===== src/rtl/display_pkg.sv =====
// Shared constants, types and the hex segment table for the display scanner.
package display_pkg;

    localparam int unsigned NUM_DIGITS = 8;
    localparam int unsigned SEL_W      = 3;
    localparam int unsigned SEG_W      = 7;

    localparam logic [SEG_W-1:0] SEG_BLANK = 7'b1111111;

    // Active-low {a,b,c,d,e,f,g} patterns, indexed by hex value
    localparam logic [SEG_W-1:0] HEX_SEG [16] = '{
        7'b0000001, 7'b1001111, 7'b0010010, 7'b0000110,
        7'b1001100, 7'b0100100, 7'b0100000, 7'b0001111,
        7'b0000000, 7'b0000100, 7'b0001000, 7'b1100000,
        7'b0110001, 7'b1000010, 7'b0110000, 7'b0111000
    };

    typedef enum logic [0:0] {
        ST_SCAN  = 1'b0,
        ST_CLEAR = 1'b1
    } state_e;

    typedef struct packed {
        logic       blank;
        logic [3:0] value;
    } digit_t;

    localparam digit_t DIGIT_RST = '{blank: 1'b1, value: 4'h0};

endpackage


===== src/rtl/seg7_decode.sv =====
// Combinational hex to active-low seven-segment decoder.
module seg7_decode
    import display_pkg::*;
(
    input  logic [3:0]       hex_i,
    output logic [SEG_W-1:0] seg_o
);

    // Table lookup of the segment pattern
    always_comb begin
        seg_o = HEX_SEG[hex_i];
    end

endmodule


===== src/rtl/display_scan_ctrl.sv =====
// Eight-digit multiplexed seven-segment scanner with digit write port and clear sequencer.
module display_scan_ctrl
    import display_pkg::*;
#(
    parameter int unsigned REFRESH_DIV  = 100000,
    parameter int unsigned BLANK_CYCLES = 1000
) (
    input  logic                  clk,
    input  logic                  rst_n,
    input  logic                  wr_valid,
    output logic                  wr_ready,
    input  logic [SEL_W-1:0]      wr_addr,
    input  logic [3:0]            wr_data,
    input  logic                  wr_blank,
    input  logic                  clr,
    output logic                  busy,
    output logic [NUM_DIGITS-1:0] anode,
    output logic [SEG_W-1:0]      seg,
    output logic [SEL_W-1:0]      digit_sel,
    output logic                  frame_tick
);

    localparam int unsigned CNT_W = (REFRESH_DIV > 1) ? $clog2(REFRESH_DIV) : 1;
    localparam int unsigned BLANK_START = REFRESH_DIV - BLANK_CYCLES;

    state_e                  state_q, state_d;
    logic [SEL_W-1:0]        clr_cnt_q, clr_cnt_d;
    logic [CNT_W-1:0]        slot_cnt_q, slot_cnt_d;
    logic [SEL_W-1:0]        digit_sel_q, digit_sel_d;
    digit_t                  digits_q [NUM_DIGITS];
    digit_t                  digits_d [NUM_DIGITS];
    logic [NUM_DIGITS-1:0]   anode_q, anode_d;
    logic [SEG_W-1:0]        seg_q, seg_d;
    logic                    frame_tick_q, frame_tick_d;

    digit_t                  cur_digit;
    logic [SEG_W-1:0]        dec_seg;
    logic                    slot_last;
    logic                    in_blank;

    assign cur_digit = digits_q[digit_sel_q];
    assign slot_last = (slot_cnt_q == CNT_W'(REFRESH_DIV - 1));
    assign in_blank  = (32'(slot_cnt_q) >= 32'(BLANK_START));

    seg7_decode u_seg7_decode (
        .hex_i (cur_digit.value),
        .seg_o (dec_seg)
    );

    // Writes are only taken while scanning and never alongside a clear request
    assign wr_ready   = (state_q == ST_SCAN) && !clr;
    assign busy       = (state_q == ST_CLEAR);
    assign anode      = anode_q;
    assign seg        = seg_q;
    assign digit_sel  = digit_sel_q;
    assign frame_tick = frame_tick_q;

    // Next-state: scan counters, output pipeline, clear sequencer and digit writes
    always_comb begin
        state_d      = state_q;
        clr_cnt_d    = clr_cnt_q;
        digits_d     = digits_q;
        slot_cnt_d   = slot_last ? '0 : slot_cnt_q + CNT_W'(1);
        digit_sel_d  = slot_last ? digit_sel_q + SEL_W'(1) : digit_sel_q;
        frame_tick_d = slot_last && (digit_sel_q == SEL_W'(NUM_DIGITS - 1));
        anode_d      = '1;
        seg_d        = SEG_BLANK;

        if (!cur_digit.blank && !in_blank) begin
            anode_d = ~(NUM_DIGITS'(1) << digit_sel_q);
            seg_d   = dec_seg;
        end

        case (state_q)
            ST_SCAN: begin
                if (clr) begin
                    state_d   = ST_CLEAR;
                    clr_cnt_d = '0;
                end else if (wr_valid && wr_ready) begin
                    digits_d[wr_addr] = '{blank: wr_blank, value: wr_data};
                end
            end
            ST_CLEAR: begin
                // One digit per cycle; scanning carries on underneath
                digits_d[clr_cnt_q] = DIGIT_RST;
                clr_cnt_d           = clr_cnt_q + SEL_W'(1);
                if (clr_cnt_q == SEL_W'(NUM_DIGITS - 1)) begin
                    state_d = ST_SCAN;
                end
            end
        endcase
    end

    // State and output registers
    always_ff @(posedge clk or negedge rst_n) begin
        if (!rst_n) begin
            state_q      <= ST_SCAN;
            clr_cnt_q    <= '0;
            slot_cnt_q   <= '0;
            digit_sel_q  <= '0;
            anode_q      <= '1;
            seg_q        <= SEG_BLANK;
            frame_tick_q <= 1'b0;
            for (int i = 0; i < NUM_DIGITS; i++) begin
                digits_q[i] <= DIGIT_RST;
            end
        end else begin
            state_q      <= state_d;
            clr_cnt_q    <= clr_cnt_d;
            slot_cnt_q   <= slot_cnt_d;
            digit_sel_q  <= digit_sel_d;
            anode_q      <= anode_d;
            seg_q        <= seg_d;
            frame_tick_q <= frame_tick_d;
            for (int i = 0; i < NUM_DIGITS; i++) begin
                digits_q[i] <= digits_d[i];
            end
        end
    end

endmodule

===== config.mk =====
export PLATFORM = sky130hd
export DESIGN_NAME = display_scan_ctrl
export DESIGN_NICKNAME = d
export VERILOG_FILES = /design/src/rtl/display_pkg.sv /design/src/rtl/seg7_decode.sv /design/src/rtl/display_scan_ctrl.sv
export SDC_FILE = /design/constraint.sdc
export NUM_CORES = 1
export LEC_CHECK = 0
export BUFFER_PORTS_ARGS = -buffer_cell sky130_fd_sc_hd__buf_2
export CAP_MARGIN = 10
export CELL_PAD_IN_SITES_DETAIL_PLACEMENT = 1
export CELL_PAD_IN_SITES_GLOBAL_PLACEMENT = 1
export CORE_MARGIN = 2
export CORE_UTILIZATION = 48
export CTS_CLUSTER_DIAMETER = 80
export DETAILED_ROUTE_END_ITERATION = 10
export PLACE_DENSITY = 0.89
export SLEW_MARGIN = 25
export SYNTH_ARGS = -nofsm -noshare
export SYNTH_HDL_FRONTEND = slang
export SYNTH_HIERARCHICAL = 1
export SYNTH_SLANG_ARGS = --single-unit

===== constraint.sdc =====
create_clock -name clk -period 3.3 [get_ports clk]
set_clock_uncertainty 0.1 [all_clocks]
set_input_delay 0.495 -clock clk [delete_from_list [all_inputs] [get_ports clk]]
set_output_delay 0.495 -clock clk [all_outputs]
set_load 0.05 [all_outputs]

==> qor.csv, run 1 <==
stage,metric,value,unit
run_status,status,finished clean,
power_and_ir_drop,switching_share,0.329,
synthesis,ys_ff_latch,80,
clock_network,clkSinkCount,80,
clock_network,clk_root_buffer_cell,clkbuf_8,
placement,placed_cell_area,4220,um2
sta,slew_viol_final,0,
synthesis,yosysSeqAreaShare,0.511,
clock_network,clk_pin_slew_worst_paths,0.08,ns
sta,fin_crit,2.79,ns
setup_path,cp-end-kind,register,
drt,drtAntennaViolNets,0,
power_and_ir_drop,p_seq_frac,0.501,
cells_and_area,final_nets,419,
synthesis,synthDistinctLibCells,49,
power_and_ir_drop,p_per_area,566,nW/um2
sta,setup_viol,0,
drt,vias,2933,
grt,grt_pass1_vias,3064,
synthesis,synth_cells,358,
clock_network,cts_hold_buf,0,
setup_path,cp.arrival,2.96,ns
grt,grt_remaining_overflow,0,
synthesis,synth_common_cells,"57 x dfrtp_1, 31 x nand2_1, 28 x nand3_1",
cells_and_area,instances_no_fill,500,
run,drv_cap,0,
synthesis,postSynthNetCount,387,
setup_path,path_class,register to register,
setup_path,critPathLaunchType,register,
sta,relSlewSlack,0.528,
grt,track_usage,0.233,
synthesis,postSynthAreaPerCell,11.1,um2
drt,drt_iter0_drc,140,
synthesis,yosys-top-cells-area,"dfrtp_1 36%, dfstp_2 15%, mux4_2 5.7%",
synthesis,synth_top_area_cell,dfrtp_1,
sta,max_freq,0.359,GHz
sta,rsz0062_at_grt,no,
floorplan,rows,33,
clock_network,cts_resized,0,
clock_network,cts_tree,yes,
power_and_ir_drop,power.switching,823,uW
placement,gp_congestion,0.863,
grt,antenna_found_initial,0,
sta,fin_setup_tns,0,ns
power_and_ir_drop,comb_power_share,0.203,
power_and_ir_drop,clock_power_share,0.295,
cells_and_area,area_growth_syn_to_layout,11.2,%
floorplan,die_width,95.0,um
floorplan,start_util,0.488,
synthesis,synth_area,3970,um2
sta,timing_hold_violations_final,0,
floorplan,io_pins,33,
setup_path,worstPathRequired,3.47,ns
drt,drtPass1Iterations,4,
cells_and_area,drive_gt1_frac,0.223,
power_and_ir_drop,p_leak,0.00195,uW
clock_network,htree_levels,3,
placement,dpl.hpwl,6.89,mm
sta,worstMarginPinSlew,0.709,ns
drt,wl_per_cell,19.3,um
cells_and_area,fin_area,4420,um2
floorplan,die_h,95.0,um
drt,avgViaCountPerCell,5.87,
grt,grt_max_degree,81,
synthesis,synth_most_common_cell,dfrtp_1,
setup_path,crit_fanout,12,
clock_network,clk_path_buf_depth,2,
placement,dpl.cell_count,484,
cells_and_area,fill_cells,891,
synthesis,yosys.area.top_type_share,0.359,
floorplan,die-area,9020,um2
floorplan,core_area,8130,um2
synthesis,async_flop_share,1.00,
clock_network,post-cts-setup-buffers,0,
cells_and_area,utilization,0.543,
cells_and_area,seq_area,2030,um2
synthesis,synth_flop_cell,dfrtp_1,
placement,port_buffers,32,
clock_network,numCtsBuffers,9,
cells_and_area,multi_input_area,1790,um2
sta,final.period_utilization,0.845,
synthesis,synth_edf_count,0,
drt,drc_errors,0,
drt,wl,9.66,mm
synthesis,yosys_warnings,6,
power_and_ir_drop,max-vdd-ir-drop,0.424,mV
cells_and_area,diodes,0,
clock_network,insertion_delay,0.37,ns
worst_hold_path,hp-class,input pin to asynchronous set/reset pin,
grt,grt_pass1_wl,15.8,mm
power_and_ir_drop,p_int,1680,uW
==> cells by family (layout without fill, tap and decap cells) <==
group	Yosys count	count (layout)	share of synthesized area
adder cells (fa/ha/maj)	17	17	0.0535
multiplexers	19	19	0.0838
flip-flops	80	80	0.511
buffers and inverters	35	72	0.0381
AO/OA/AOI/OAI	65	65	0.108
AND/OR/NAND/NOR	128	128	0.174
XOR/XNOR	14	14	0.0309
==> worst paths after layout <==
kind                              startpoint  slack (ns)        endpoint  depth (start not counted)
worst min register to register  digits_q[24]        0.37    digits_q[24]                          2
worst min-delay path                   rst_n        0.05  slot_cnt_q[15]                          1
max in group asynchronous              rst_n        2.56    digits_q[15]                          1
worst max register to register  digit_sel[0]        0.51          seg[3]                          8
worst max-delay path            digit_sel[0]        0.51          seg[3]                          8
min in group clk                  wr_data[3]        0.32     digits_q[8]                          3
==> critical path: stages, from the launching register on <==
cell and delay, ns:
dfrtp_1 0.72, mux4_2 0.57, nand2_1 0.08, nand2_1 0.15, inv_1 0.19, ha_1 0.18
inv_1 0.05, mux4_1 0.47, nand3b_1 0.18
==> area by class of cell <==
class / count / area share
inverter: 21 / 0.0178
clock inverter: 5 / 0.0130
tap: 105 / 0.0297
sequential: 80 / 0.460
multi-input combinational: 243 / 0.405
timing repair buffer: 35 / 0.0428
clock buffer: 11 / 0.0320
==> layer usage <==
metal / global-route usage / vias to the layer above / share of wire
met3: 0.0335 / 19 / 0.030
met1: 0.301 / 1491 / 0.44
met4: 0.0990 / 0 / 0.023
met2: 0.394 / 71 / 0.51
met5: 0 / - / 0
li1: - / 1352 / -
==> stage by stage <==
| step | setup WS [ns] | hold WS, ns | total power (uW) |
|---|---|---|---|
| after global routing | 0.256 | 0.117 | 2630 |
| after detailed placement | 0.463 | 0.357 | 1780 |
| final | 0.511 | 0.0521 | 2500 |
| after CTS | 0.461 | 0.232 | 2520 |
| after floorplan | 0.465 | 0.0994 | 1590 |
| after global placement | 0.662 | 0.350 | 1740 |
==> sequential cells by signal (all words and copies together) (netlist names) <==
register,count
digits_q,40
busy,1
clr_cnt_q,3
slot_cnt_q,17
seg,7
digit_sel,3
frame_tick,1
anode,8
==> power groups by stage <==
stage,Combinational (uW),Sequential (uW),Clock [uW]
3_5_place_dp,509,1270,0
5_1_grt,561,1270,794
4_1_cts,514,1250,754
6_report,509,1250,739
2_1_floorplan,334,1260,0
3_3_place_gp,476,1260,0
==> placed cells by master, fill, tap and decap left out, types with 3 or more instances in the layout <==
cell         n
mux2i_1      7
and3_1       4
clkinvlp_4   3
o21ai_0     22
a31oi_1      6
and4_1       3
xor2_1      10
nor2b_1     10
buf_4        3
xnor2_1      4
a21oi_1     10
inv_1       19
a22o_1      18
clkbuf_8    10
nand3_1     28
nand2_1     31
dfrtp_1     57
nand3b_1     7
ha_1        17
dfstp_2     23
mux4_2      10
nand4_1      9
nor2_1      19
buf_2       31
(Power assumes the default switching activity.)
==> run 2, diff against run 1 <==
--- a/config.mk
+++ b/config.mk
@@ -5,15 +5,16 @@
 export SDC_FILE = /design/constraint.sdc
 export NUM_CORES = 1
 export LEC_CHECK = 0
+export ABC_AREA = 1
 export BUFFER_PORTS_ARGS = -buffer_cell sky130_fd_sc_hd__buf_2
 export CAP_MARGIN = 10
 export CELL_PAD_IN_SITES_DETAIL_PLACEMENT = 1
 export CELL_PAD_IN_SITES_GLOBAL_PLACEMENT = 1
 export CORE_MARGIN = 2
-export CORE_UTILIZATION = 48
+export CORE_UTILIZATION = 44
 export CTS_CLUSTER_DIAMETER = 80
 export DETAILED_ROUTE_END_ITERATION = 10
-export PLACE_DENSITY = 0.89
+export PLACE_DENSITY = 0.88
 export SLEW_MARGIN = 25
 export SYNTH_ARGS = -nofsm -noshare
 export SYNTH_HDL_FRONTEND = slang
==> constraint.sdc (replaced) <==
create_clock -name clk -period 2.9 [get_ports clk]
set_clock_uncertainty 0.1 [all_clocks]
set_input_delay 0.435 -clock clk [delete_from_list [all_inputs] [get_ports clk]]
set_output_delay 0.435 -clock clk [all_outputs]
set_load 0.05 [all_outputs]
==> qor.csv, run 2 <==
stage,metric,value,unit,change
floorplan,die-area,10800,um2,was 9020 um2
clock_network,clk_root_buffer_cell,clkbuf_8,,unchanged
drt,drtAntennaViolNets,0,,unchanged
sta,relSlewSlack,0.523,,was 0.528
synthesis,yosys.area.top_type_share,0.325,,was 0.359
setup_path,r2r_cells,12,,was 8
cells_and_area,diodes,0,,unchanged
run,drv_cap,0,,unchanged
synthesis,synth_common_cells,"177 x nand2_1, 98 x inv_1, 57 x dfrtp_1",,"was 57 x dfrtp_1, 31 x nand2_1, 28 x nand3_1"
grt,met2_usage,0.415,,was 0.394
setup_path,cp.arrival,2.76,ns,was 2.96 ns
drt,vias,3854,,was 2933
drt,avgViaCountPerCell,5.13,,was 5.87
worst_hold_path,hp-class,input pin to asynchronous set/reset pin,,unchanged
cells_and_area,final_common_cell,nand2_1,,was dfrtp_1
synthesis,synth_cells,584,,was 358
cells_and_area,largest_reg_flops,40,,unchanged
power_and_ir_drop,max-vdd-ir-drop,0.241,mV,was 0.424 mV
synthesis,synth_edf_count,0,,unchanged
synthesis,postSynthAreaPerCell,7.51,um2,was 11.1 um2
setup_path,crit_fanout,39,,was 12
cells_and_area,largest-register,digits_q,,unchanged
grt,use_met3,0.0396,,was 0.0335
clock_network,cts_resized,0,,unchanged
grt,grt_max_degree,81,,unchanged
drt,drt_iter0_drc,121,,was 140
sta,fin_setup_tns,0,ns,unchanged
synthesis,synthDistinctLibCells,27,,was 49
run_status,status,"finished, violations left",,was finished clean
run_status,violations,negative hold slack,,
placement,port_buffers,32,,unchanged
sta,max_freq,0.389,GHz,was 0.359 GHz
clock_network,cts_hold_buf,0,,unchanged
clock_network,insertion_delay,0.37,ns,about the same
synthesis,synth_flop_cell,dfrtp_1,,unchanged
setup_path,cp.depth,12,,was 8
grt,grt_remaining_overflow,0,,unchanged
cells_and_area,drive_gt1_frac,0.142,,was 0.223
placement,dpl.hpwl,8.79,mm,was 6.89 mm
clock_network,htree_levels,3,,unchanged
cells_and_area,utilization,0.495,,was 0.543
synthesis,yosys_warnings,6,,unchanged
setup_path,startpoint,digit_sel[0],,unchanged
setup_path,cpLargestDelayFamily,simple AND/OR/NAND/NOR gates,,was multiplexers
floorplan,rows,36,,was 33
setup_path,cpMaxStageDelayCell,dfrtp_1,,unchanged
synthesis,async_flop_share,1.00,,unchanged
drt,drtPass1Iterations,4,,unchanged
grt,busiest_layer,met2,,unchanged
sta,slew_viol_final,0,,unchanged
setup_path,worstPathRequired,3.08,ns,was 3.47 ns
synthesis,yosys-top-cells-area,"dfrtp_1 33%, nand2_1 15%, dfstp_2 14%",,"was dfrtp_1 36%, dfstp_2 15%, mux4_2 5.7%"
grt,track_usage,0.237,,was 0.233
cells_and_area,most-common-layout-cells,"177 x nand2_1, 98 x inv_1, 57 x dfrtp_1",,"was 57 x dfrtp_1, 31 x nand2_1, 31 x buf_2"
setup_path,critPathBufInv,3,,was 2
synthesis,synth_most_common_cell,nand2_1,,was dfrtp_1
clock_network,post-cts-setup-buffers,0,,unchanged
floorplan,core_area,9730,um2,was 8130 um2
synthesis,synth_area,4380,um2,was 3970 um2
synthesis,ys_ff_latch,80,,unchanged
placement,gp_congestion,0.861,,was 0.863
drt,wl_per_cell,16.0,um,was 19.3 um
setup_path,path_cells,"inv_2, a21oi_1, o21ai_0, nand3_1, and2_1, inv_1, nand2_1, nand2_1, nand2_1, nand2_1, inv_1, nand2_1",,"was mux4_2, nand2_1, nand2_1, inv_1, ha_1, inv_1, mux4_1, nand3b_1"
grt,grt_pass1_vias,4278,,was 3064
floorplan,die_width,104,um,was 95.0 um
grt,use_met1,0.272,,was 0.301
grt,grt_pass1_wl,20.4,mm,was 15.8 mm
floorplan,start_util,0.450,,was 0.488
clock_network,clk_path_buf_depth,2,,unchanged
sta,timing_hold_violations_final,2,,was 0
sta,rsz0062_at_grt,no,,unchanged
synthesis,postSynthNetCount,613,,was 387
sta,worstMarginPinSlew,0.716,ns,was 0.709 ns
synthesis,synth_top_area_cell,dfrtp_1,,unchanged
clock_network,clkSinkCount,80,,unchanged
setup_path,critPathLaunchType,register,,unchanged
setup_path,cp-end-kind,register,,unchanged
power_and_ir_drop,p_leak,0.00242,uW,was 0.00195 uW
setup_path,r2r-end,seg[3],,unchanged
setup_path,worst_path_largest_cell_delay,0.54,ns,was 0.72 ns
floorplan,die_h,104,um,was 95.0 um
setup_path,rrSetupSlack,0.33,ns,was 0.51 ns
grt,antenna_found_initial,0,,unchanged
clock_network,clk_pin_slew_worst_paths,0.09,ns,was 0.08 ns
drt,wl,12.0,mm,was 9.66 mm
synthesis,yosysSeqAreaShare,0.463,,was 0.511
sta,hold_ws,-0.00131,ns,was 0.0521 ns
sta,fin_crit,2.57,ns,was 2.79 ns
cells_and_area,final_nets,643,,was 419
clock_network,numCtsBuffers,9,,unchanged
clock_network,cts_tree,yes,,unchanged
sta,final.period_utilization,0.887,,was 0.845
drt,drc_errors,0,,unchanged
setup_path,timing.rr.start,digit_sel[0],,unchanged
cells_and_area,area_growth_syn_to_layout,9.93,%,was 11.2%
setup_path,cpMostUsedCell,nand2_1,,
floorplan,io_pins,33,,unchanged
setup_path,path_class,register to register,,unchanged
power_and_ir_drop,p_per_area,560,nW/um2,was 566 nW/um2
sta,setup_viol,0,,unchanged
## run 2: cell types whose count changed after synthesis, sizes merged, moves of 7 or more
cell	previous run	this run
a21oi	10	20
a22o	18	1
o21ai	22	51
nor2b	10	0
nand3	28	48
nor2	19	53
nand2	31	179
mux2i	7	0
mux4	11	0
inv	20	100
## run 2: worst max-delay path by stage
stage                     endpoint  slack (ns)
after floorplan             seg[3]        0.52
after global placement      seg[3]        0.65
after detailed placement    seg[6]        0.40
after CTS                   seg[3]        0.34
after global routing        seg[3]        0.05
final                       seg[3]        0.33
## run 2: logic make-up after synthesis
family                   after synthesis  synth area share
AND/OR/NAND/NOR                      291             0.278
buffers and inverters                115             0.107
flip-flops                            80             0.463
AO/OA/AOI/OAI                         73            0.0874
adder cells (fa/ha/maj)               17            0.0485
XOR/XNOR                               8            0.0160
## run 2: layout make-up
type / instances / area, um2
Multi-Input combinational cell: 389 / 1880
Sequential cell: 80 / 2030
Clock inverter: 7 / 57.6
Inverter: 100 / 375
Fill cell: 1286 / 4910
Clock buffer: 9 / 124
Timing Repair Buffer: 34 / 181
Tap cell: 133 / 166
## run 2: metrics by stage
| stage | instance area (um2) | setup slack, ns | hold slack (ns) | total power, uW | instances |
|---|---|---|---|---|---|
| after floorplan | 4380 | 0.525 | 0.0394 | 1740 | 584 |
| after global placement | 4630 | 0.654 | 0.358 | 1900 | 736 |
| after detailed placement | 4630 | 0.400 | 0.359 | 1930 | 736 |
| after CTS | 4810 | 0.340 | 0.175 | 2720 | 752 |
| after global routing | 4820 | 0.0452 | 0.0444 | 2860 | 752 |
| final | 4820 | 0.329 | -0.00131 | 2700 | 752 |
## run 2: per-layer routing
layer | part of all wire | vias up | wire length [um]
met5 | 0 | - | 0
met4 | 0.044 | 0 | 534
met3 | 0.033 | 42 | 396
met2 | 0.51 | 80 | 6070
met1 | 0.42 | 1876 | 5000
li1 | - | 1856 | -
## run 2: where the power goes
group	leakage, uW	internal, uW	switching (uW)
logic	0.00133	163	441
registers	0.00101	1240	77.3
clock network	0.0000820	318	460
==> run 3, diff against run 2 <==
--- a/config.mk
+++ b/config.mk
@@ -6,7 +6,7 @@
 export NUM_CORES = 1
 export LEC_CHECK = 0
 export ABC_AREA = 1
-export BUFFER_PORTS_ARGS = -buffer_cell sky130_fd_sc_hd__buf_2
+export BUFFER_PORTS_ARGS = -buffer_cell sky130_fd_sc_hd__buf_4
 export CAP_MARGIN = 10
 export CELL_PAD_IN_SITES_DETAIL_PLACEMENT = 1
 export CELL_PAD_IN_SITES_GLOBAL_PLACEMENT = 1
==> qor.csv, run 3 (synthesized netlist as in run 2, its figures left out) <==
stage,metric,value,unit,change
cells_and_area,most-common-layout-cells,"177 x nand2_1, 98 x inv_1, 57 x dfrtp_1",,unchanged
grt,grt_pass1_wl,19.6,mm,was 20.4 mm
clock_network,numCtsBuffers,9,,unchanged
placement,pre_cts_ws,0.434,ns,was 0.400 ns
cells_and_area,area_growth_syn_to_layout,12.2,%,was 9.93%
cells_and_area,multi_input_area,1880,um2,unchanged
clock_network,cts_resized,0,,unchanged
placement,port_buffers,32,,unchanged
setup_path,endpoint,seg[3],,unchanged
floorplan,start_util,0.450,,unchanged
cells_and_area,instances_no_fill,752,,unchanged
sta,fin_setup_tns,0,ns,unchanged
cells_and_area,diodes,0,,unchanged
drt,avgViaCountPerCell,5.06,,was 5.13
setup_path,critPathLaunchType,register,,unchanged
grt,use_met1,0.276,,was 0.272
setup_path,critPathBufInv,3,,unchanged
drt,drtAntennaViolNets,0,,unchanged
cells_and_area,seq_area,2030,um2,unchanged
clock_network,clk_pin_slew_worst_paths,0.10,ns,was 0.09 ns
drt,drc_errors,0,,unchanged
grt,grt_pass1_vias,4099,,was 4278
placement,gp_congestion,0.845,,was 0.861
run,drv_cap,0,,unchanged
sta,timing.final.ws_setup,0.381,ns,was 0.329 ns
setup_path,startpoint,digit_sel[0],,unchanged
sta,slew_viol_final,0,,unchanged
grt,antenna_found_initial,0,,unchanged
grt,busiest_layer,met2,,unchanged
power_and_ir_drop,p_leak,0.00248,uW,was 0.00242 uW
clock_network,clk_path_buf_depth,2,,unchanged
sta,hold_ws,-0.0294,ns,was -0.00131 ns
floorplan,die-area,10800,um2,unchanged
setup_path,rrSetupSlack,0.38,ns,was 0.33 ns
setup_path,timing.rr.start,digit_sel[0],,unchanged
setup_path,r2r_cells,12,,unchanged
setup_path,worst_path_largest_cell_delay,0.52,ns,was 0.54 ns
floorplan,die_width,104,um,unchanged
grt,grt_max_degree,81,,unchanged
sta,max_freq,0.397,GHz,was 0.389 GHz
setup_path,r2r-end,seg[3],,unchanged
cells_and_area,fill_cells,1275,,was 1286
setup_path,cp.arrival,2.71,ns,was 2.76 ns
run_status,violations,negative hold slack,,unchanged
clock_network,post-cts-setup-buffers,0,,unchanged
clock_network,clkSinkCount,80,,unchanged
power_and_ir_drop,p_per_area,569,nW/um2,was 560 nW/um2
placement,dpl.cell_count,736,,unchanged
drt,vias,3808,,was 3854
run_status,status,"finished, violations left",,unchanged
sta,fin_crit,2.52,ns,was 2.57 ns
setup_path,worstPathRequired,3.09,ns,was 3.08 ns
setup_path,crit_fanout,39,,unchanged
clock_network,clk_root_buffer_cell,clkbuf_8,,unchanged
floorplan,io_pins,33,,unchanged
sta,final.period_utilization,0.869,,was 0.887
cells_and_area,final_nets,643,,unchanged
setup_path,cpLargestDelayFamily,simple AND/OR/NAND/NOR gates,,unchanged
floorplan,core_area,9730,um2,unchanged
drt,drtPass1Iterations,4,,unchanged
sta,timing_hold_violations_final,12,,was 2
grt,use_met3,0.0359,,was 0.0396
grt,track_usage,0.228,,was 0.237
cells_and_area,drive_gt1_frac,0.142,,unchanged
grt,met2_usage,0.409,,was 0.415
setup_path,path_class,register to register,,unchanged
sta,setup_viol,0,,unchanged
setup_path,cp-end-kind,register,,unchanged
cells_and_area,final_common_cell,nand2_1,,unchanged
cells_and_area,largest_reg_flops,40,,unchanged
clock_network,cts_hold_buf,0,,unchanged
floorplan,die_h,104,um,unchanged
drt,drt_iter0_drc,100,,was 121
floorplan,rows,36,,unchanged
drt,wl,11.4,mm,was 12.0 mm
placement,dpl.hpwl,8.45,mm,was 8.79 mm
power_and_ir_drop,max-vdd-ir-drop,0.223,mV,was 0.241 mV
grt,grt_remaining_overflow,0,,unchanged
setup_path,path_cells,"inv_2, a21oi_1, o21ai_0, nand3_1, and2_1, inv_1, ha_1, nand2_1, nand3_1, nand2_1, inv_1, nand2_1",,"was inv_2, a21oi_1, o21ai_0, nand3_1, and2_1, inv_1, nand2_1, nand2_1, nand2_1, nand2_1, inv_1, nand2_1"
sta,rsz0062_at_grt,no,,unchanged
setup_path,cp.depth,12,,unchanged
drt,wl_per_cell,15.1,um,was 16.0 um
cells_and_area,largest-register,digits_q,,unchanged
clock_network,htree_levels,3,,unchanged
setup_path,cpMostUsedCell,nand2_1,,unchanged
sta,relSlewSlack,0.526,,was 0.523
worst_hold_path,hp-class,input pin to asynchronous set/reset pin,,unchanged
setup_path,cpMaxStageDelayCell,dfrtp_1,,unchanged
clock_network,insertion_delay,0.37,ns,about the same
sta,worstMarginPinSlew,0.711,ns,was 0.716 ns
clock_network,cts_tree,yes,,unchanged
run 3: cell types whose count changed in the layout (fill, tap and decap cells not counted):
cell        change
clkinvlp_4      -2
clkinv_2        +1
bufinv_16       +1
buf_4          +31
clkinv_4        -1
inv_8           +1
buf_2          -31
run 3: worst min-delay path by stage:
stage	from	endpoint	slack, ns	cells after the start
global placement	digits_q[13]	digits_q[13]	0.35	2
global route	rst_n	digits_q[35]	0.03	1
finish	rst_n	digits_q[35]	-0.03	1
CTS	rst_n	digits_q[35]	0.16	1
floorplan	rst_n	busy	0.04	0
detailed placement	digits_q[11]	digits_q[11]	0.36	2
run 3: final cells by class:
| class | instances | area share |
|---|---|---|
| timing repair buffer | 34 | 0.0527 |
| inverter | 100 | 0.0763 |
| clock inverter | 7 | 0.0163 |
| tap | 133 | 0.0338 |
| multi-input combinational | 389 | 0.383 |
| clock buffer | 9 | 0.0252 |
| sequential | 80 | 0.413 |
run 3: per-stage QoR:
stage	util	hold slack, ns	area (um2)	total power (uW)
after floorplan	-	0.0394	4380	1740
after global placement	0.484	0.352	4710	1920
after detailed placement	0.484	0.358	4710	1950
after CTS	0.505	0.164	4910	2810
after global routing	0.506	0.0281	4920	2960
final	0.506	-0.0294	4920	2800
run 3: worst register-to-register path: stages, from the launching register on:
cell and delay (ns):
dfrtp_1 0.52, inv_2 0.30, a21oi_1 0.23, o21ai_0 0.12, nand3_1 0.10, and2_1 0.24, inv_1 0.15, ha_1 0.34
nand2_1 0.07, nand3_1 0.11, nand2_1 0.06, inv_1 0.04, nand2_1 0.05
run 3: power breakdown:
| group | total [uW] | switching (uW) | internal, uW |
|---|---|---|---|
| Sequential | 1320 | 77.6 | 1240 |
| Combinational | 609 | 431 | 178 |
| Clock | 870 | 462 | 408 |
| Total | 2800 | 970 | 1830 |
run 3: layer usage:
metal	share of wire	wire length (um)
met3	0.035	400
met2	0.52	5920
met4	0.023	263
met5	0	0
met1	0.42	4810
